--- src/rtl/cmd_rx_multi.sv ---
// UART command receiver: oversampled 8N1 byte deserialiser feeding a nibble-packet
// parser that loads NUM_FIELDS independent field registers and reports every error.
module cmd_rx_multi #(
    parameter int         CLK_HZ        = 22118400,
    parameter int         BAUD          = 9600,
    parameter int         OVERSAMPLE    = 16,
    parameter int         NUM_FIELDS    = 3,
    parameter int         FIELD_NIBBLES = 6,
    parameter logic [3:0] HDR_TAG       = 4'hC,
    parameter int         TIMEOUT_BITS  = 20
) (
    input  logic                                  clk,
    input  logic                                  reset,
    input  logic                                  rx,
    output logic [NUM_FIELDS*4*FIELD_NIBBLES-1:0] field_data,
    output logic [NUM_FIELDS-1:0]                 field_valid,
    output logic                                  pkt_done,
    output logic                                  pkt_err,
    output logic [1:0]                            err_code,
    output logic [1:0]                            dbg_byte_state,
    output logic                                  dbg_pkt_state
);

    localparam int DIV      = CLK_HZ / (BAUD * OVERSAMPLE);
    localparam int FW       = 4 * FIELD_NIBBLES;
    localparam int MID      = OVERSAMPLE / 2;
    localparam int TO_TICKS = TIMEOUT_BITS * OVERSAMPLE;
    localparam int PW       = (DIV > 1) ? $clog2(DIV) : 1;
    localparam int TW       = $clog2(OVERSAMPLE);
    localparam int TOW      = $clog2(TO_TICKS + 1);
    localparam int NW       = $clog2(FIELD_NIBBLES + 1);
    localparam int IW       = (NUM_FIELDS > 1) ? $clog2(NUM_FIELDS) : 1;

    typedef enum logic [1:0] {B_IDLE, B_START, B_DATA, B_STOP} byte_state_t;
    typedef enum logic {P_IDLE, P_PAYLOAD} pkt_state_t;

    // Line synchroniser, edge detect and sample-tick prescaler
    logic [1:0]    rx_sync;
    logic          rx_s, rx_prev, fall, start_edge, tick;
    logic [PW-1:0] presc;
    byte_state_t   b_state, b_next;

    assign rx_s       = rx_sync[1];
    assign fall       = rx_prev & ~rx_s;
    assign start_edge = fall && (b_state == B_IDLE);
    assign tick       = (presc == PW'(DIV - 1));

    always_ff @(posedge clk or negedge reset) begin
        if (!reset) begin
            rx_sync <= 2'b11;
            rx_prev <= 1'b1;
            presc   <= '0;
        end else begin
            rx_sync <= {rx_sync[0], rx};
            rx_prev <= rx_s;
            if (start_edge || tick) presc <= '0;
            else                    presc <= presc + PW'(1);
        end
    end

    // byte_strobe is a one-cycle valid carrying byte_data; the parser has no
    // back-pressure and always accepts it in that cycle. frame_err is exclusive with it.
    logic [TW-1:0] tick_cnt, tick_nx;
    logic [2:0]    bit_cnt, bit_nx;
    logic [1:0]    votes, votes_nx;
    logic [7:0]    shift, shift_nx, byte_data, data_nx;
    logic          byte_strobe, strobe_nx, frame_err, ferr_nx, maj;

    always_comb begin
        b_next    = b_state;
        tick_nx   = tick_cnt;
        bit_nx    = bit_cnt;
        votes_nx  = votes;
        shift_nx  = shift;
        data_nx   = byte_data;
        strobe_nx = 1'b0;
        ferr_nx   = 1'b0;
        maj       = (votes[0] & votes[1]) | (votes[0] & rx_s) | (votes[1] & rx_s);
        if (b_state == B_IDLE) begin
            if (fall) begin
                b_next  = B_START;
                tick_nx = '0;
            end
        end else if (tick) begin
            tick_nx = (tick_cnt == TW'(OVERSAMPLE - 1)) ? '0 : tick_cnt + TW'(1);
            if (tick_cnt == TW'(MID - 1)) votes_nx[0] = rx_s;
            if (tick_cnt == TW'(MID))     votes_nx[1] = rx_s;
            if (tick_cnt == TW'(MID + 1)) begin
                case (b_state)
                    B_START: if (maj) b_next = B_IDLE;
                    B_DATA:  shift_nx = {maj, shift[7:1]};
                    B_STOP: begin
                        b_next = B_IDLE;
                        if (maj) begin
                            strobe_nx = 1'b1;
                            data_nx   = shift;
                        end else begin
                            ferr_nx = 1'b1;
                        end
                    end
                    default: ;
                endcase
            end
            if (tick_cnt == TW'(OVERSAMPLE - 1)) begin
                case (b_state)
                    B_START: begin
                        b_next = B_DATA;
                        bit_nx = '0;
                    end
                    B_DATA: begin
                        if (bit_cnt == 3'd7) b_next = B_STOP;
                        else                 bit_nx = bit_cnt + 3'd1;
                    end
                    default: ;
                endcase
            end
        end
    end

    always_ff @(posedge clk or negedge reset) begin
        if (!reset) begin
            b_state     <= B_IDLE;
            tick_cnt    <= '0;
            bit_cnt     <= '0;
            votes       <= '0;
            shift       <= '0;
            byte_data   <= '0;
            byte_strobe <= 1'b0;
            frame_err   <= 1'b0;
        end else begin
            b_state     <= b_next;
            tick_cnt    <= tick_nx;
            bit_cnt     <= bit_nx;
            votes       <= votes_nx;
            shift       <= shift_nx;
            byte_data   <= data_nx;
            byte_strobe <= strobe_nx;
            frame_err   <= ferr_nx;
        end
    end

    // Packet parser
    pkt_state_t                   p_state, p_next;
    logic [IW-1:0]                idx, idx_nx;
    logic [NW-1:0]                nib_cnt, nib_nx;
    logic [FW-1:0]                shadow, sh_nx, sh_shift;
    logic [TOW-1:0]               idle_cnt, idle_nx;
    logic [NUM_FIELDS*FW-1:0]     fd_nx;
    logic [NUM_FIELDS-1:0]        fv_nx;
    logic                         done_nx, perr_nx, hdr_ok;
    logic [1:0]                   code_nx;
    logic [3:0]                   hi, lo;

    assign hi       = byte_data[7:4];
    assign lo       = byte_data[3:0];
    assign hdr_ok   = (hi == HDR_TAG) && ({28'd0, lo} < NUM_FIELDS);
    assign sh_shift = FW'({shadow, lo});

    always_comb begin
        p_next  = p_state;
        idx_nx  = idx;
        nib_nx  = nib_cnt;
        sh_nx   = shadow;
        idle_nx = idle_cnt;
        fd_nx   = field_data;
        fv_nx   = '0;
        done_nx = 1'b0;
        perr_nx = 1'b0;
        code_nx = err_code;
        if (p_state != P_PAYLOAD || start_edge) idle_nx = '0;
        else if (tick)                          idle_nx = idle_cnt + TOW'(1);
        if (frame_err) begin
            perr_nx = 1'b1;
            code_nx = 2'd0;
            p_next  = P_IDLE;
        end else if (byte_strobe) begin
            idle_nx = '0;
            if (p_state == P_IDLE) begin
                if (hdr_ok) begin
                    p_next = P_PAYLOAD;
                    idx_nx = IW'(lo);
                    nib_nx = '0;
                    sh_nx  = '0;
                end else begin
                    perr_nx = 1'b1;
                    code_nx = 2'd1;
                end
            end else if (hi == 4'd0) begin
                sh_nx = sh_shift;
                if (nib_cnt == NW'(FIELD_NIBBLES - 1)) begin
                    for (int i = 0; i < NUM_FIELDS; i++) begin
                        if (idx == IW'(i)) begin
                            fd_nx[i*FW +: FW] = sh_shift;
                            fv_nx[i]          = 1'b1;
                        end
                    end
                    done_nx = 1'b1;
                    p_next  = P_IDLE;
                end else begin
                    nib_nx = nib_cnt + NW'(1);
                end
            end else begin
                // A header mid-payload restarts on that header so the next packet survives
                perr_nx = 1'b1;
                code_nx = 2'd2;
                if (hdr_ok) begin
                    idx_nx = IW'(lo);
                    nib_nx = '0;
                    sh_nx  = '0;
                end else begin
                    p_next = P_IDLE;
                end
            end
        end else if (p_state == P_PAYLOAD && tick && !start_edge &&
                     idle_cnt == TOW'(TO_TICKS - 1)) begin
            perr_nx = 1'b1;
            code_nx = 2'd3;
            p_next  = P_IDLE;
        end
    end

    always_ff @(posedge clk or negedge reset) begin
        if (!reset) begin
            p_state     <= P_IDLE;
            idx         <= '0;
            nib_cnt     <= '0;
            shadow      <= '0;
            idle_cnt    <= '0;
            field_data  <= '0;
            field_valid <= '0;
            pkt_done    <= 1'b0;
            pkt_err     <= 1'b0;
            err_code    <= 2'd0;
        end else begin
            p_state     <= p_next;
            idx         <= idx_nx;
            nib_cnt     <= nib_nx;
            shadow      <= sh_nx;
            idle_cnt    <= idle_nx;
            field_data  <= fd_nx;
            field_valid <= fv_nx;
            pkt_done    <= done_nx;
            pkt_err     <= perr_nx;
            err_code    <= code_nx;
        end
    end

    assign dbg_byte_state = b_state;
    assign dbg_pkt_state  = p_state;

endmodule
--- config.mk ---
export PLATFORM = sky130hd
export DESIGN_NAME = cmd_rx_multi
export DESIGN_NICKNAME = d
export VERILOG_FILES = /design/src/rtl/cmd_rx_multi.sv
export SDC_FILE = /design/constraint.sdc
export NUM_CORES = 1
export LEC_CHECK = 0
export ABC_AREA = 1
export CAP_MARGIN = 10
export CORE_ASPECT_RATIO = 0.5
export CORE_UTILIZATION = 59
export CTS_CLUSTER_SIZE = 25
export DETAILED_ROUTE_END_ITERATION = 10
export PLACE_DENSITY = 0.94
export REMOVE_ABC_BUFFERS = 1
export SYNTH_ARGS = -nofsm -noshare
export SYNTH_HDL_FRONTEND = slang
export SYNTH_SLANG_ARGS = --single-unit
--- constraint.sdc ---
create_clock -name clk -period 3.1 [get_ports clk]
set_clock_uncertainty 0.05 [all_clocks]
set_input_delay 0.465 -clock clk [delete_from_list [all_inputs] [get_ports clk]]
set_output_delay 0.465 -clock clk [all_outputs]
set_load 0.02 [all_outputs]
---- Word-level counts from Yosys, hierarchy flattened ----
Index checks and enable logic that the tools add are counted.
storage, ports and cells
  output and inout bits ................... 82
  flip-flop bits (word level) ............. 158
operators by class
  order comparisons ....................... 1
  add/sub/neg operators ................... 5
  equality and inequality tests ........... 20
  bitwise gates (word level) .............. 10
  reduce and logical (&&, ||, !) cells .... 27
  muxes and demuxes ....................... 72
operators with widths
  operator               number
  $mux W24               3
  $mux W9                4
  $mux W2                16
  $mux W1                31
  $mux W3                10
  $reduce_and A6 Y1      3
  $eq A4 B4 Y1 const B   4
  $mux W4                4
  $reduce_and A3 Y1      5
  $reduce_and A5 Y1      2
  $add A9 B1 Y9 const B  1
  $eq A9 B9 Y1 const B   1
  $add A8 B1 Y8 const B  1
  $eq A8 B8 Y1 const B   1
  $mux W8                1
  $ne A4 B4 Y1 const B   2
  $pmux W2 S2            2
  $add A3 B1 Y3 const B  2
  $eq A2 B2 Y1 const B   3
  $eq A3 B3 Y1 const B   2
  $ne A2 B2 Y1 const B   3
  $pmux W3 S2            1
  $logic_and A1 B1 Y1    5
  $add A4 B1 Y4 const B  1
  15 further kinds       27

---- Logic depth before layout (Yosys ltp) ----
  depth in word-level cells ............... 11
  mapped depth ............................ 11

---- Worst setup path after synthesis ----
Ideal clock, no wire load.
  path kind ............................... register -> register
  start ................................... reg b_state[0] (netlist: dbg_byte_state[0])
  end ..................................... reg err_code[0]
  arrival ................................. 1.446 ns
  path buffers ............................ 0
  setup slack ............................. 1.487 ns
  cell stages (with the launch flop) ...... 11
  setup time .............................. 0.117 ns
  period minus slack after synthesis ...... 1.613 ns
  required time ........................... 2.933 ns
  cells stage by stage .................... dfrtp_1 -> inv_1 -> ha_1 -> nand3_1 -> nand2_1 -> nor2_1 -> nand3_1 -> nand2_1 -> nand2_1 -> nand2_1 -> nand2_1
on the way
  word-level cells in the longest chain between the ends .. 7
ends and longest elaborated chain
  item                                 line  RTL
  start: declaration                   41    byte_state_t b_state, b_next;
  start signal: assignment             131   b_state <= b_next;
  $logic_not A2 Y1                     45    assign start_edge = fall && (b_state == B_IDLE);
  $logic_and A1 B1 Y1                  45
  $logic_not A1 Y1                     214   end else if (p_state == P_PAYLOAD && tick && !start_edge &&
  $logic_and A1 B1 Y1 (2 in series)    214
  $reduce_bool A3 Y1 (no source line)  --
  $reduce_and A3 Y1 (no source line)   --
  end signal: assignment               244   err_code <= code_nx;
  end: declaration                     19    output logic [1:0] err_code,
Every way passes these cells.
A chain may end at the register's enable or synchronous reset.

---- Worst setup path in the final report ----
  start ................................... reg nib_cnt[1]
  end ..................................... reg field_data[33]
on the way
  word-level cells in the longest chain between the ends .. 2
ends and longest elaborated chain
  item                                line  RTL
  start: declaration                  145   logic [NW-1:0] nib_cnt, nib_nx;
  start signal: assignment            237   nib_cnt <= nib_nx;
  $eq A3 B3 Y1                        190   if (nib_cnt == NW'(FIELD_NIBBLES - 1)) begin
  $reduce_and A6 Y1 (no source line)  --
  end signal: assignment              240   field_data <= fd_nx;
  end: declaration                    15    output logic [NUM_FIELDS*4*FIELD_NIBBLES-1:0] field_data,
Every way passes these cells.

==> run_results.csv <==
group,metric,value,unit
run_status,status,"complete, no violations",
sta,hold_violations,0,
clock_tree,cts_tree,"done",
min_path,holdCritStartpoint,"rx_sync[0]",
global_route,grt_pass1_wl,24000,um
synthesis,synth_cells,672,
finish,fin_area,7970,um^2
worst_setup_path,cp-start-kind,"flop",
worst_setup_path,cp_max_fo,24,
finish,seqCellArea,3860,um^2
routing,drt_wl_total,14900,um
worst_setup_path,r2r-start,"nib_cnt[1]",
clock_tree,cts_buffers,17,
routing,dr_total_vias,5174,
finish,fillerInstances,629,
synthesis,synth_top_area_share,0.592,
placed_design,io_buffers,84,
global_route,grt_pass1_vias,4834,
synthesis,yosysWarningCount,0,
sta,drv_slew,0,
sta,post-route-period-util,0.796,
synthesis,synth_mux_area_frac,0,
synthesis,synth_xor_xnor_area_share,0.00274,
routing,drt-pass1-iter-count,5,
finish,fin_util,0.770,
synthesis,synth.distinct_cells,29,
sta,setup_viol,0,
finish,drive_above_1_share,0.101,
routing,ant_nets,0,
sta,max_freq,0.405,GHz
floorplanning,initial_core_util,0.617,
global_route,globalRoute.totalOverflow,0,
placed_design,place.gp.congestion,0.805,
finish,areaGrowthSynthToFinish,24.8,%
sta,fin_setup_tns,0,ns
clock_tree,postCtsSetupRepairBufs,0,
floorplanning,die_w,149,um
finish,multi_input_area,2140,um^2
routing,vias_per_cell,5.66,
floorplanning,dieArea,11300,um^2
placed_design,place_inst,881,
finish,nNetsFinal,778,
job,maxCapViolCount,0,
sta,grt_setup_unrepaired,"false",
worst_setup_path,critical_path_class,"flop to flop",
global_route,grt_use_total,0.280,
sta,max_slew.worst_pin.slew,0.937,ns
placed_design,placed_area,7360,um^2
synthesis,synth.top_cells.by_area,"dfrtp_1 (59%), nand2_1 (9.6%), o21ai_0 (7.3%), inv_1 (4.5%), ha_1 (2.7%)",
floorplanning,io_pins,85,
finish,diodes,0,
worst_setup_path,rr_worst_depth,8,
min_path,hold_end,"rx_sync[1]",
clock_tree,clockBufferDepth,2,
sta,timing.final.crit_period,2.47,ns
synthesis,synthAdderAreaFrac,0.0274,
clock_tree,cts.sinks,154,
worst_setup_path,cp.required,3.36,ns
clock_tree,htreeDepth,4,
sta,slew_headroom,0.374,
pwr,leakage,3.63,nW
global_route,antenna_found_initial,0,
floorplanning,core_area,10300,um^2
worst_setup_path,r2r-end,"field_data[33]",
clock_tree,clockRootBuffer,"clkbuf_16",
clock_tree,clk_pin_slew,0.07,ns
synthesis,yosys.area_share.simple,0.179,
finish,instances_no_fill,914,
worst_setup_path,end_kind,"flop",
min_path,hold_path_depth,0,
synthesis,synth_seq_cells,154,
worst_setup_path,crit_arrival,2.73,ns
pwr,power_density,553,nW/um^2
synthesis,synth_top_family_by_area,"simple AND/OR/NAND/NOR gates",
synthesis,avgSynthCellArea,9.50,um^2
floorplanning,rows,26,
min_path,hp-class,"flop to flop",
synthesis,syn-cell-area,6380,um^2
pwr,ir_drop,0.382,mV
routing,drt-initial-drc-count,387,
synthesis,seq_area_frac_synth,0.604,
routing,route.detailed.drc,0,
clock_tree,insertion_delay,0.42,ns
global_route,grt_max_degree,64,
floorplanning,die_y,75.6,um
synthesis,netlist.top_cell.by_area,"dfrtp_1",
worst_setup_path,rrSetupSlack,0.63,ns
routing,routedWlPerCell,16.3,um
synthesis,synth_compound_area_frac,0.124,
placed_design,post-dp-hpwl,9050,um
## stage by stage
step	worst slack, ns	power, W	hold WS [ns]
floorplan	1.06	0.00223	0.119
global placement	1.10	0.00230	0.296
detailed placement	0.887	0.00232	0.299
CTS	0.671	0.00442	0.308
global route	0.399	0.00455	0.317
finish	0.633	0.00441	0.308
## critical path: stages (launching register included)
cell     delay (ns)
dfrtp_1        0.41
inv_1          0.07
ha_1           0.13
nand2_1        0.13
inv_1          0.18
nand3_1        0.11
inv_1          0.11
nand3_1        0.66
o21ai_0        0.51
## worst max-delay path by stage
stage,endpoint,start,slack [ns]
CTS,field_data[33],nib_cnt[1],0.67
global placement,field_data[41],nib_cnt[1],1.10
global route,field_data[37],nib_cnt[1],0.40
floorplan,field_data[48],nib_cnt[1],1.06
finish,field_data[33],nib_cnt[1],0.63
detailed placement,field_data[33],nib_cnt[1],0.89
## sequential cells by signal, summed over array words and instances, names as in the netlist, 2 cells and up
register / count
bit_cnt: 3
byte_data: 8
rx_sync: 2
tick_cnt: 4
shadow: 20
idle_cnt: 9
field_data: 72
nib_cnt: 3
field_valid: 3
err_code: 2
shift: 8
dbg_byte_state: 2
presc: 8
votes: 2
idx: 2
## power by group
group	leakage (nW)	switching [W]	internal, W
combinational	1.21	0.000128	0.0000652
clock	0.292	0.000889	0.00123
sequential	2.13	0.0000452	0.00205
total	3.63	0.00106	0.00334
## cell usage in the layout, fill, tap and decap left out, drive strengths merged
| cell | netlist | final |
|---|---|---|
| clkdlybuf4s50 | 0 | 83 |
| clkinv | 0 | 4 |
| nor4 | 2 | 2 |
| buf | 14 | 6 |
| bufinv | 0 | 2 |
| xor2 | 2 | 2 |
| o31ai | 2 | 2 |
| dfstp | 3 | 3 |
| inv | 79 | 85 |
| nor2 | 45 | 45 |
| clkbuf | 6 | 18 |
| a21oi | 8 | 8 |
| dlygate4sd3 | 0 | 1 |
| nand2 | 172 | 172 |
| o21bai | 1 | 1 |
| nand4 | 3 | 3 |
| ha | 14 | 14 |
| dfrtp | 151 | 151 |
| nor3 | 11 | 11 |
| nand3 | 25 | 25 |
| o21ai | 108 | 108 |
| clkinvlp | 0 | 2 |
| o22ai | 21 | 21 |
| and3 | 2 | 2 |
| nor3b | 3 | 3 |
## per-layer routing
layer / track usage / routed length, um / vias to the layer above
met1: 0.353 / 6180 / 2554
met2: 0.480 / 7480 / 212
li1: - / - / 2354
met4: 0.137 / 502 / 0
met5: 0 / 0 / -
met3: 0.0563 / 729 / 54
## synth_stat cells (all sizes together)
cell type	number
dfrtp	151
nand4	3
a21oi	8
nor4	2
nor3	11
buf	14
o22ai	21
ha	14
inv	79
nor2	45
nor3b	3
nand2	172
and3	2
nand3	25
o31ai	2
clkbuf	6
dfstp	3
o21bai	1
o21ai	108
xor2	2
## logic make-up after synthesis
group           after synthesis
compound gates              140
xor+xnor                      2
fa+ha+maj                    14
buf+inv                      99
flops                       154
simple gates                263
## cell type report
| type | count | area share |
|---|---|---|
| tap | 140 | 0.0220 |
| timing repair buffer | 90 | 0.113 |
| clock buffer | 18 | 0.0551 |
| clock inverter | 14 | 0.0201 |
| inverter | 79 | 0.0372 |
| multi-input combinational | 419 | 0.268 |
| sequential | 154 | 0.484 |
## timing repair
action | 4_1_cts | 5_1_grt
endpoints found under the setup margin | 0 | 0
hold endpoints to repair | 42 | 0
hold buffers | 1 | 0
resized for setup | 0 | 0
Power figures use the tool's default switching activity.
==> variant: new RTL, config.mk and constraints unchanged <==
Register the input `rx` before use, with the module's reset. The logic sees it one clock later.
--- a/src/rtl/cmd_rx_multi.sv
+++ b/src/rtl/cmd_rx_multi.sv
@@ -35,4 +35,14 @@
     typedef enum logic {P_IDLE, P_PAYLOAD} pkt_state_t;
 
+    logic rx_q;
+
+    always_ff @(posedge clk or negedge reset) begin
+        if (!reset) begin
+            rx_q <= '0;
+        end else begin
+            rx_q <= rx;
+        end
+    end
+
     // Line synchroniser, edge detect and sample-tick prescaler
     logic [1:0]    rx_sync;
@@ -52,5 +62,5 @@
             presc   <= '0;
         end else begin
-            rx_sync <= {rx_sync[0], rx};
+            rx_sync <= {rx_sync[0], rx_q};
             rx_prev <= rx_s;
             if (start_edge || tick) presc <= '0;
Check against the original RTL: not equivalent (a bounded check fails within 4 cycles, from zero or initial values and one cycle with reset low).
==> variant against the original RTL <==
The flow now finishes with violations (negative hold slack). Via count down 2.6%. Die area up 1.3%. Sequential cell count up 1. Synthesized area up 1.3%. Cell area up 0.20%. Sequential share of layout area up 0.21 points. First-iteration DRC count up 6.2%. Setup slack better by 0.022 ns. Wire length up 1.1%. Total power up 0.95%. Highest routed layer unchanged.
==> variant: results <==
{
  "min_path_type": "in2async",
  "max_stage_delay_ns": 0.72,
  "clock_buffers": 20,
  "ir_drop_mv": 0.403,
  "status": "complete, but fails checks",
  "grt_pass1_wl_mm": 25.0,
  "pre_cts_ws_ns": 0.874,
  "vias": 5037,
  "synth.distinct_cells": 34,
  "wl_met2_mm": 7.36,
  "p_int_mw": 3.35,
  "regArea_sq_um": 3880,
  "path_delay_family": "simple AND/OR/NAND/NOR gates",
  "syn_area_per_cell_sq_um": 10.0,
  "nets": 752,
  "yosysWarnings": 0,
  "buffer_area_frac": 0.111,
  "fin_area_sq_um": 7980,
  "hold_viol": 5,
  "powerDensity_nw_per_um2": 557,
  "dp.cells": 856,
  "cp_data_arrival_time_ns": 2.69,
  "drive_above_1_share": 0.127,
  "ys_ff_latch": 155,
  "first_pass_iters": 5,
  "synthTopCellsByCount": "dfrtp_1, nand2_1, inv_1",
  "dp_hpwl_mm": 9.10,
  "leakagePower_nw": 3.57,
  "inv_count": 74,
  "drt_iter0_markers": 411,
  "timing.hold.ws_ns": -0.0171,
  "multi_input_area_share": 0.271,
  "gp_congestion": 0.797,
  "cp_max_fo": 48,
  "wl_per_cell_um": 17.0,
  "worst_path_max_delay_cell": "nand3_2",
  "met2_usage": 0.475,
  "relSlewSlack": 0.396,
  "combPwrFrac": 0.053,
  "met3_usage": 0.0814,
  "grt.total_usage": 0.288,
  "met3_length_um": 932,
  "dpl-instance-area_sq_um": 7390,
  "wl_met1_mm": 6.28,
  "numPortBuffers": 84,
  "clk_share": 0.0745,
  "synth_area_leaders": "dfrtp_1, nand2_1, inv_1",
  "multi_input_gates": 397,
  "use_met1": 0.358,
  "clk_pin_slew_worst_paths_ns": 0.07,
  "grt_start_max_net_pins": 79,
  "pwr-share-seq": 0.478,
  "fillers": 611,
  "violations": "negative hold slack",
  "synth_cells": 646,
  "synth_seq_area_share": 0.600,
  "synth_top_area_frac": 0.588
}
[variant: final timing paths]
| check | slack, ns | from | cells after the start | end |
|---|---|---|---|---|
| min reg2reg | 0.30 | rx_q | 0 | rx_sync[0] |
| max | 0.65 | nib_cnt[1] | 6 | field_data[29] |
| min | -0.02 | reset | 1 | presc[1] |
| min in group clk | 0.30 | rx_q | 0 | rx_sync[0] |
| max reg2reg | 0.65 | nib_cnt[1] | 6 | field_data[29] |
| max in group asynchronous | 2.17 | reset | 2 | shadow[19] |
[variant: cell families (layout without fill, tap and decap cells)]
| family | after synthesis | count (layout) | synth area share |
|---|---|---|---|
| and+or+nand+nor | 227 | 227 | 0.168 |
| DFF | 155 | 155 | 0.600 |
| AOI/OAI and AO/OA | 149 | 149 | 0.130 |
| buffers and inverters | 94 | 196 | 0.0652 |
| adders and majority gates | 14 | 14 | 0.0271 |
| xor gates and xnor gates | 7 | 7 | 0.00948 |
